`src/rtl/cordic_pkg.sv`:
```
// Shared CORDIC constants: default word format, gain pre-scale, FSM encoding
// and the arctangent table generator used by the rotation/vectoring cores.
package cordic_pkg;

    localparam int DATA_W_DEF = 32;
    localparam int FRAC_DEF   = 30;
    localparam int GUARD_DEF  = 2;

    // 1/K for an infinite-iteration CORDIC, scaled by 2^30.
    localparam logic [31:0] K_INIT = 32'h26DD3B6B;

    localparam logic [1:0] IDLE   = 2'd0;
    localparam logic [1:0] ROTATE = 2'd1;
    localparam logic [1:0] DONE   = 2'd2;

    // round(atan(2^-i) * 2^32); beyond i=10 the cubic term is below half an LSB.
    function automatic logic [63:0] atan_q32(input int i);
        case (i)
            0:       atan_q32 = 64'hC90F_DAA2;
            1:       atan_q32 = 64'h76B1_9C16;
            2:       atan_q32 = 64'h3EB6_EBF2;
            3:       atan_q32 = 64'h1FD5_BA9B;
            4:       atan_q32 = 64'h0FFA_ADDC;
            5:       atan_q32 = 64'h07FF_5556;
            6:       atan_q32 = 64'h03FF_EAAB;
            7:       atan_q32 = 64'h01FF_FD55;
            8:       atan_q32 = 64'h00FF_FFAB;
            9:       atan_q32 = 64'h007F_FFF5;
            10:      atan_q32 = 64'h003F_FFFF;
            default: atan_q32 = (i >= 0 && i < 32) ? (64'd1 << (32 - i)) : 64'd0;
        endcase
    endfunction

    // Rescale the 2^32 table to fbits fractional bits, rounding half-up.
    function automatic logic [63:0] atan_scaled(input int i, input int fbits);
        logic [63:0] t;
        t = atan_q32(i);
        if (fbits >= 32)
            return t << (fbits - 32);
        return (t + (64'd1 << (31 - fbits))) >> (32 - fbits);
    endfunction

    function automatic logic [63:0] atan_val(input int i);
        return atan_scaled(i, FRAC_DEF + GUARD_DEF);
    endfunction

endpackage

```
`src/rtl/cordic_atan_rom.sv`:
```
// Constant arctangent lookup: entry i is round(atan(2^-i) * 2^(FRAC+GUARD)).
module cordic_atan_rom
    import cordic_pkg::*;
#(
    parameter int ITER  = 16,
    parameter int FRAC  = 30,
    parameter int GUARD = 2,
    localparam int IDX_W  = $clog2(ITER),
    localparam int ATAN_W = FRAC + GUARD + 1
) (
    input  logic [IDX_W-1:0]  idx,
    output logic [ATAN_W-1:0] atan
);

    logic [ATAN_W-1:0] tab [ITER];

    genvar gi;
    generate
        for (gi = 0; gi < ITER; gi++) begin : g_tab
            assign tab[gi] = ATAN_W'(atan_scaled(gi, FRAC + GUARD));
        end
    endgenerate

    assign atan = tab[idx];

endmodule

```
`src/rtl/cordic_cos_core.sv`:
```
// Iterative rotation-mode CORDIC: accepts one angle, performs ITER
// micro-rotations (one per clock) and presents rounded cos/sin until taken.
module cordic_cos_core
    import cordic_pkg::*;
#(
    parameter int DATA_W = DATA_W_DEF,
    parameter int FRAC   = FRAC_DEF,
    parameter int ITER   = 16,
    parameter int GUARD  = GUARD_DEF
) (
    input  logic              clk,
    input  logic              reset,
    input  logic              in_valid,
    output logic              in_ready,
    input  logic [DATA_W-1:0] theta,
    output logic              out_valid,
    input  logic              out_ready,
    output logic [DATA_W-1:0] cos_out,
    output logic [DATA_W-1:0] sin_out,
    output logic              range_err
);

    localparam int WI     = DATA_W + GUARD + 1;
    localparam int IDX_W  = $clog2(ITER);
    localparam int ATAN_W = FRAC + GUARD + 1;

    localparam logic signed [DATA_W:0] ONE_E   = {{(DATA_W-FRAC){1'b0}}, 1'b1, {FRAC{1'b0}}};
    localparam logic signed [WI-1:0]   SAT_MAX = {{(GUARD+2){1'b0}}, {(DATA_W-1){1'b1}}};
    localparam logic signed [WI-1:0]   SAT_MIN = {{(GUARD+2){1'b1}}, {(DATA_W-1){1'b0}}};
    localparam logic signed [WI-1:0]   HALF_G  = {{(WI-GUARD){1'b0}}, 1'b1, {(GUARD-1){1'b0}}};

    logic [1:0]              state_reg;
    logic signed [WI-1:0]    x_reg, y_reg, z_reg;
    logic [IDX_W-1:0]        i_reg;
    logic [DATA_W-1:0]       cos_reg, sin_reg;
    logic                    range_err_reg;

    logic [ATAN_W-1:0]       atan_w;
    logic signed [WI-1:0]    atan_ext, x_shr, y_shr;
    logic signed [WI-1:0]    x_next, y_next, z_next;
    logic signed [DATA_W:0]  theta_ext;
    logic                    range_next;

    // Drop the guard bits with half-up rounding and clamp to the output word.
    function automatic logic [DATA_W-1:0] round_sat(input logic signed [WI-1:0] v);
        logic signed [WI-1:0] r;
        r = (v + HALF_G) >>> GUARD;
        if (r > SAT_MAX)
            return SAT_MAX[DATA_W-1:0];
        else if (r < SAT_MIN)
            return SAT_MIN[DATA_W-1:0];
        return r[DATA_W-1:0];
    endfunction

    cordic_atan_rom #(
        .ITER  (ITER),
        .FRAC  (FRAC),
        .GUARD (GUARD)
    ) u_atan_rom (
        .idx  (i_reg),
        .atan (atan_w)
    );

    always_comb begin
        atan_ext   = $signed({{(WI-ATAN_W){1'b0}}, atan_w});
        x_shr      = x_reg >>> i_reg;
        y_shr      = y_reg >>> i_reg;
        theta_ext  = $signed({theta[DATA_W-1], theta});
        range_next = (theta_ext > ONE_E) || (theta_ext < -ONE_E);
        // Rotate towards z = 0: negative residual means rotate clockwise.
        if (z_reg[WI-1]) begin
            x_next = x_reg + y_shr;
            y_next = y_reg - x_shr;
            z_next = z_reg + atan_ext;
        end else begin
            x_next = x_reg - y_shr;
            y_next = y_reg + x_shr;
            z_next = z_reg - atan_ext;
        end
    end

    always_ff @(posedge clk or posedge reset) begin
        if (reset) begin
            state_reg     <= IDLE;
            x_reg         <= '0;
            y_reg         <= '0;
            z_reg         <= '0;
            i_reg         <= '0;
            cos_reg       <= '0;
            sin_reg       <= '0;
            range_err_reg <= 1'b0;
        end else begin
            case (state_reg)
                IDLE: begin
                    if (in_valid) begin
                        x_reg         <= {1'b0, DATA_W'(K_INIT), {GUARD{1'b0}}};
                        y_reg         <= '0;
                        z_reg         <= {theta[DATA_W-1], theta, {GUARD{1'b0}}};
                        i_reg         <= '0;
                        range_err_reg <= range_next;
                        state_reg     <= ROTATE;
                    end
                end
                ROTATE: begin
                    x_reg <= x_next;
                    y_reg <= y_next;
                    z_reg <= z_next;
                    i_reg <= i_reg + 1'b1;
                    if (i_reg == IDX_W'(ITER - 1)) begin
                        cos_reg   <= round_sat(x_next);
                        sin_reg   <= round_sat(y_next);
                        state_reg <= DONE;
                    end
                end
                DONE: begin
                    if (out_ready)
                        state_reg <= IDLE;
                end
                default: state_reg <= IDLE;
            endcase
        end
    end

    assign in_ready  = (state_reg == IDLE);
    assign out_valid = (state_reg == DONE);
    assign cos_out   = cos_reg;
    assign sin_out   = sin_reg;
    assign range_err = range_err_reg;

endmodule

```
`config.mk`:
```
export PLATFORM = sky130hd
export DESIGN_NAME = cordic_cos_core
export DESIGN_NICKNAME = d
export VERILOG_FILES = /design/src/rtl/cordic_pkg.sv /design/src/rtl/cordic_atan_rom.sv /design/src/rtl/cordic_cos_core.sv
export SDC_FILE = /design/constraint.sdc
export NUM_CORES = 1
export LEC_CHECK = 0
export CORE_UTILIZATION = 50
export CTS_CLUSTER_SIZE = 10
export DETAILED_ROUTE_END_ITERATION = 16
export HOLD_SLACK_MARGIN = 0.15
export PLACE_DENSITY = 0.77
export SLEW_MARGIN = 20
export SYNTH_ARGS = -nofsm -noshare
export SYNTH_HDL_FRONTEND = slang
export SYNTH_SLANG_ARGS = --single-unit
```
`constraint.sdc`:
```
create_clock -name clk -period 9.06 [get_ports clk]
set_input_delay 2.718 -clock clk [delete_from_list [all_inputs] [get_ports clk]]
set_output_delay 2.718 -clock clk [all_outputs]
set_load 0.005 [all_outputs]
```
==> results.sh, run 1 <==
export IMPL_fin_crit_ps=8310
export IMPL_tightest_slew_ps=1100
export IMPL_finalClockSkew_ps=13.8
export IMPL_drc=0
export IMPL_rsz0062_at_grt="false"
export IMPL_path_cells="buf_4 > inv_2 > mux2_2 > or3_1 > a211o_1 > inv_1 > nand4_1 > nor2_1 > nor2_1 > xnor2_1 > ha_1 > and2_1 > nand3_1 > or2_2 > a2111oi_0 > o221a_2 > nor2_1 > xor2_1 > or4_1 > nor4_2 > a21oi_2 > o211ai_2 > nand4_1"
export IMPL_grt_pass1_wl_um=103000
export IMPL_worstReg2RegEnd="sin_out[14]$_DFFE_PP0P_"
export IMPL_critPathRequiredTime_ps=9360
export IMPL_grt_usage_pct=29.1
export IMPL_rows=75
export IMPL_cp_start_kind="register"
export IMPL_slowest_delay_ps=1040
export IMPL_layout_commonest_cell="nand2_1"
export IMPL_ioPinCount=103
export IMPL_cts_sinks=176
export IMPL_cts_htree_levels=4
export IMPL_grt_pass1_vias=20000
export IMPL_reg2reg_depth=23
export IMPL_via_per_inst=6.57
export IMPL_path_clk_slew_ps=80
export IMPL_worstSkewPairLatency_ps=480
export IMPL_dieArea_um2=43500
export IMPL_worstSetupStartpoint="i_reg[1]$_DFFE_PP0P_"
export IMPL_cp_arrival_ps=8600
export IMPL_worst_path_stages=23
export IMPL_ant_nets=0
export IMPL_worstPathMaxFanout=68
export IMPL_ys_seq_elements=176
export IMPL_slowest_stage="dfrtp_4"
export IMPL_endpoint_kind="register"
export IMPL_hold_ws_ps=495
export IMPL_regArea_um2=4420
export IMPL_die_width_um=209
export IMPL_synth_edf_count=0
export IMPL_crit_path_frequent_cell="nor2_1"
export IMPL_area_delta_synth_final_pct=7.54
export IMPL_dieHeight_um=209
export IMPL_criticalPathCategory="register to register"
export IMPL_synth_fp_nets=2753
export IMPL_dp_hpwl_um=47100
export IMPL_n_antenna_cell=0
export IMPL_synth_largest_area_cell="dfrtp_1"
export IMPL_min_path_type="register to register"
export IMPL_initial_utilization_pct=50.8
export IMPL_drt_pass1_iterations=6
export IMPL_multiInputGateArea_um2=15800
export IMPL_finalSetupTns_ps=0
export IMPL_layout_drive_gt1_share_pct=9.39
export IMPL_initialDrtViolationCount=1728
export IMPL_synth_warning_count=0
export IMPL_placement_io_buffers=102
export IMPL_rr_startpoint="i_reg[1]$_DFFE_PP0P_"
export IMPL_cts_path_max_buffers=2
export IMPL_cp_num_buf_inv=3
export IMPL_ctsResizeCount=0
export IMPL_synth_cells=2601
export IMPL_wl_per_cell_um=20.3
export IMPL_crit_end="sin_out[14]$_DFFE_PP0P_"
export IMPL_cts_buffers=17
export IMPL_num_fill_cells=3803
export IMPL_status="finished clean"
export IMPL_ctsRootBufferMaster="clkbuf_16"
export IMPL_final_util_pct=54.6
export IMPL_post_place_cells=3105
export IMPL_fmax_mhz=120
export IMPL_netlist_area_um2=21300
export IMPL_cp_top_family="simple AND/OR/NAND/NOR gates"
export IMPL_final_cell_mix="nand2_1, nor2_1, o21ai_0, dfrtp_1, a21oi_1"
export IMPL_regToRegSetupSlack_ps=750
export IMPL_ys_types=106
export IMPL_syn_avg_cell_area_um2=8.21
export IMPL_instances_no_fill=3137
export IMPL_gp_congestion=0.947
export IMPL_finalCritPeriodShare_pct=91.7
export IMPL_overflow=0
export IMPL_slew_headroom_pct=26.2
export IMPL_wl_um=63800
export IMPL_maxCapViolations=0
export IMPL_nets=2737
export IMPL_synth_top_area_share_pct=20.6
export IMPL_grt_max_degree=94
export IMPL_hold_buffers=0
export IMPL_cts_tree="built"
export IMPL_antenna_found_initial=0
export IMPL_drv_slew=0
export IMPL_synth_area_top_cells="dfrtp_1, mux4_2, ha_1, xnor2_1, nand2_1"
export IMPL_vias=20600
export IMPL_synthArstFlopShare_pct=100
export IMPL_synth_seq_area_share_pct=20.6
export IMPL_post_cts_setup_buffers=0
export IMPL_setup_viol=0
export IMPL_finalHoldViolations=0
export IMPL_coreArea_um2=42000
export IMPL_synth_flop_cell="dfrtp_1"
through the flow:
stage | setup WS, ps | instance area [um^2]
3_5_place_dp | 912 | 22400
5_1_grt | 73.5 | 23000
2_1_floorplan | 1570 | 21300
6_report | 752 | 23000
4_1_cts | 868 | 23000
3_3_place_gp | 1120 | 22400
worst min-delay path by stage:
| stage | start | endpoint | slack [ps] | cells past startpoint |
|---|---|---|---|---|
| finish | sin_out[31]$_DFFE_PP0P_ | sin_out[31]$_DFFE_PP0P_ | 490 | 2 |
| detailed placement | sin_out[30]$_DFFE_PP0P_ | sin_out[30]$_DFFE_PP0P_ | 470 | 2 |
| global route | sin_out[31]$_DFFE_PP0P_ | sin_out[31]$_DFFE_PP0P_ | 520 | 2 |
| floorplan | sin_out[30]$_DFFE_PP0P_ | sin_out[30]$_DFFE_PP0P_ | 470 | 2 |
| global placement | range_err$_DFFE_PP0P_ | range_err$_DFFE_PP0P_ | 470 | 2 |
| CTS | sin_out[31]$_DFFE_PP0P_ | sin_out[31]$_DFFE_PP0P_ | 500 | 2 |
layout make-up:
| class | count | share of cell area, % |
|---|---|---|
| Clock buffer | 17 | 1.85 |
| Multi-Input combinational cell | 2187 | 68.8 |
| Clock inverter | 15 | 0.605 |
| Inverter | 75 | 1.25 |
| Timing Repair Buffer | 128 | 5.30 |
| Sequential cell | 176 | 19.3 |
| Tap cell | 539 | 2.94 |
tightest hold or removal path, cell delays in order (launching register included):
cell	delay, ps
dfrtp_1	350
nand2_1	50
o31ai_1	60
kinds of logic after synthesis:
logic type	Yosys count	synth area share [%]
AOI/OAI and AO/OA	743	23.1
and+or+nand+nor	927	20.8
muxes	171	13.6
xor gates and xnor gates	230	9.44
DFF	176	20.6
buffers and inverters	238	5.54
adders and majority gates	116	6.90
Yosys cell counts, drive strengths merged (14+ instances only):
cell type	count
nand2	313
nor2	200
o21ai	197
dfrtp	176
a21oi	169
xnor2	145
nand3	123
ha	113
mux4	92
clkbuf	90
xor2	85
inv	75
nor3	74
buf	73
a31oi	56
mux2i	51
a21o	46
o22a	34
and2	31
and3	31
a22oi	28
mux2	28
nand2b	26
nand4	26
o211ai	26
o21a	25
a211oi	22
o31ai	21
nor4	20
nor2b	14
o21bai	14
per-layer routing:
layer / wire length, um / global-route usage (%) / up-vias
li1: - / - / 9585
met1: 26400 / 36.8 / 9963
met2: 30400 / 48.5 / 890
met3: 4020 / 4.18 / 187
met4: 2990 / 14.7 / 0
met5: 0 / 0 / -
Power of run 1 is not shown: default switching activity piles up to over one toggle a cycle in this logic, so the estimate is an artifact.
==> run 2, diff against run 1 <==
--- a/config.mk
+++ b/config.mk
@@ -10,6 +10,7 @@
 export DETAILED_ROUTE_END_ITERATION = 16
 export HOLD_SLACK_MARGIN = 0.15
 export PLACE_DENSITY = 0.77
+export SETUP_SLACK_MARGIN = 0.2
 export SLEW_MARGIN = 20
 export SYNTH_ARGS = -nofsm -noshare
 export SYNTH_HDL_FRONTEND = slang
==> results.sh, run 2 (same netlist as run 1, synthesis figures left out) <==
export IMPL_setup_viol=0
export IMPL_fin_crit_ps=8210
export IMPL_cts_tree="built"
export IMPL_layout_commonest_cell="nand2_1"
export IMPL_cp_num_buf_inv=2
export IMPL_gp_congestion=0.947
export IMPL_grt_max_degree=94
export IMPL_initialDrtViolationCount=1863
export IMPL_reg2reg_depth=24
export IMPL_n_antenna_cell=0
export IMPL_placement_io_buffers=102
export IMPL_rsz0062_at_grt="false"
export IMPL_instances_no_fill=3138
export IMPL_critPathRequiredTime_ps=9420
export IMPL_hp_start="sin_out[31]$_DFFE_PP0P_"
export IMPL_num_fill_cells=3804
export IMPL_cts_path_max_buffers=2
export IMPL_rows=75
export IMPL_maxCapViolations=0
export IMPL_rr_startpoint="i_reg[3]$_DFFE_PP0P_"
export IMPL_drc=0
export IMPL_grt_usage_pct=29.1
export IMPL_slew_headroom_pct=24.2
export IMPL_slowest_delay_ps=990
export IMPL_regToRegSetupSlack_ps=850
export IMPL_overflow=0
export IMPL_cts_htree_levels=4
export IMPL_cts_buffers=17
export IMPL_hold_path_depth=2
export IMPL_hold_ws_ps=495
export IMPL_finalCritPeriodShare_pct=90.6
export IMPL_crit_path_frequent_cell="buf_4"
export IMPL_finalHoldViolations=0
export IMPL_area_delta_synth_final_pct=7.64
export IMPL_dieHeight_um=209
export IMPL_finalClockSkew_ps=13.4
export IMPL_cts_sinks=176
export IMPL_cp_top_family="simple AND/OR/NAND/NOR gates"
export IMPL_drt_pass1_iterations=5
export IMPL_worstPathMaxFanout=75
export IMPL_cp_arrival_ps=8570
export IMPL_vias=20700
export IMPL_tightest_slew_ps=1130
export IMPL_initial_utilization_pct=50.8
export IMPL_fmax_mhz=122
export IMPL_criticalPathCategory="register to register"
export IMPL_multiInputGateArea_um2=15800
export IMPL_hold_buffers=0
export IMPL_path_cells="buf_4 > mux4_2 > mux2_1 > mux2i_1 > o211ai_1 > nor2b_1 > and2_1 > a31oi_1 > xor2_1 > ha_1 > and3_1 > nand2_1 > or3_1 > o21a_1 > o31a_1 > a21oi_2 > a41o_2 > xnor2_1 > nor4b_2 > nand3_1 > a2111oi_4 > buf_4 > nor3_1 > o22a_1"
export IMPL_nets=2738
export IMPL_ant_nets=0
export IMPL_ctsResizeCount=0
export IMPL_wl_per_cell_um=20.4
export IMPL_grt_pass1_wl_um=103000
export IMPL_min_path_type="register to register"
export IMPL_grt_pass1_vias=20000
export IMPL_ioPinCount=103
export IMPL_hold_path_end="sin_out[31]$_DFFE_PP0P_"
export IMPL_worstReg2RegEnd="cos_out[10]$_DFFE_PP0P_"
export IMPL_cp_start_kind="register"
export IMPL_endpoint_kind="register"
export IMPL_ctsRootBufferMaster="clkbuf_16"
export IMPL_worstSkewPairLatency_ps=480
export IMPL_finalSetupTns_ps=0
export IMPL_die_width_um=209
export IMPL_post_place_cells=3105
export IMPL_antenna_found_initial=0
export IMPL_coreArea_um2=42000
export IMPL_final_cell_mix="nand2_1, nor2_1, o21ai_0, dfrtp_1, a21oi_1"
export IMPL_regArea_um2=4420
export IMPL_layout_drive_gt1_share_pct=9.43
export IMPL_slowest_stage="dfrtp_4"
export IMPL_dp_hpwl_um=47100
export IMPL_dieArea_um2=43500
export IMPL_wl_um=64000
export IMPL_path_clk_slew_ps=80
export IMPL_status="finished clean"
export IMPL_via_per_inst=6.58
export IMPL_drv_slew=0
export IMPL_post_cts_setup_buffers=0
run 2: worst min-delay path, cell delays in order, from the launching register on:
cell	delay, ps
dfrtp_1	350
nand2_1	50
o31ai_1	60
run 2: per-layer routing:
metal / vias up / global-route usage [%] / part of all wire [%]
met5: - / 0 / 0
met4: 0 / 14.7 / 4.6
met3: 184 / 4.18 / 6.3
met2: 902 / 48.5 / 48
met1: 9991 / 36.8 / 41
li1: 9582 / - / -
run 2: metrics by stage:
step / cell area, um^2 / utilization, % / worst slack [ps]
floorplan: 21300 / - / 1570
global placement: 22400 / 53.3 / 1120
detailed placement: 22400 / 53.3 / 912
CTS: 23000 / 54.6 / 868
global route: 23000 / 54.7 / 271
finish: 23000 / 54.7 / 852
run 2: area by class of cell:
| cell class | count | area share [%] |
|---|---|---|
| multi-input combinational | 2187 | 68.7 |
| sequential | 176 | 19.2 |
| timing repair buffer | 129 | 5.38 |
| tap | 539 | 2.94 |
| clock buffer | 17 | 1.85 |
| inverter | 75 | 1.25 |
| clock inverter | 15 | 0.604 |
run 2: worst max-delay path by stage:
stage,cells after the start,end,from
final,24,cos_out[10]$_DFFE_PP0P_,i_reg[3]$_DFFE_PP0P_
after global routing,25,cos_out[10]$_DFFE_PP0P_,i_reg[3]$_DFFE_PP0P_
after CTS,23,sin_out[14]$_DFFE_PP0P_,i_reg[1]$_DFFE_PP0P_
after detailed placement,23,sin_out[0]$_DFFE_PP0P_,i_reg[1]$_DFFE_PP0P_
after global placement,23,sin_out[0]$_DFFE_PP0P_,i_reg[1]$_DFFE_PP0P_
after floorplan,1,cos_out[0]$_DFFE_PP0P_,reset
Power of run 2 is left out for the same reason.
==> run 3, diff against run 2 <==
--- a/config.mk
+++ b/config.mk
@@ -8,7 +8,6 @@
 export CORE_UTILIZATION = 50
 export CTS_CLUSTER_SIZE = 10
 export DETAILED_ROUTE_END_ITERATION = 16
-export HOLD_SLACK_MARGIN = 0.15
 export PLACE_DENSITY = 0.77
 export SETUP_SLACK_MARGIN = 0.2
 export SLEW_MARGIN = 20
==> results of run 3 <==
The final DEF is identical to that of run 2; final timing and power are the same.
Power of run 3 is left out for the same reason.
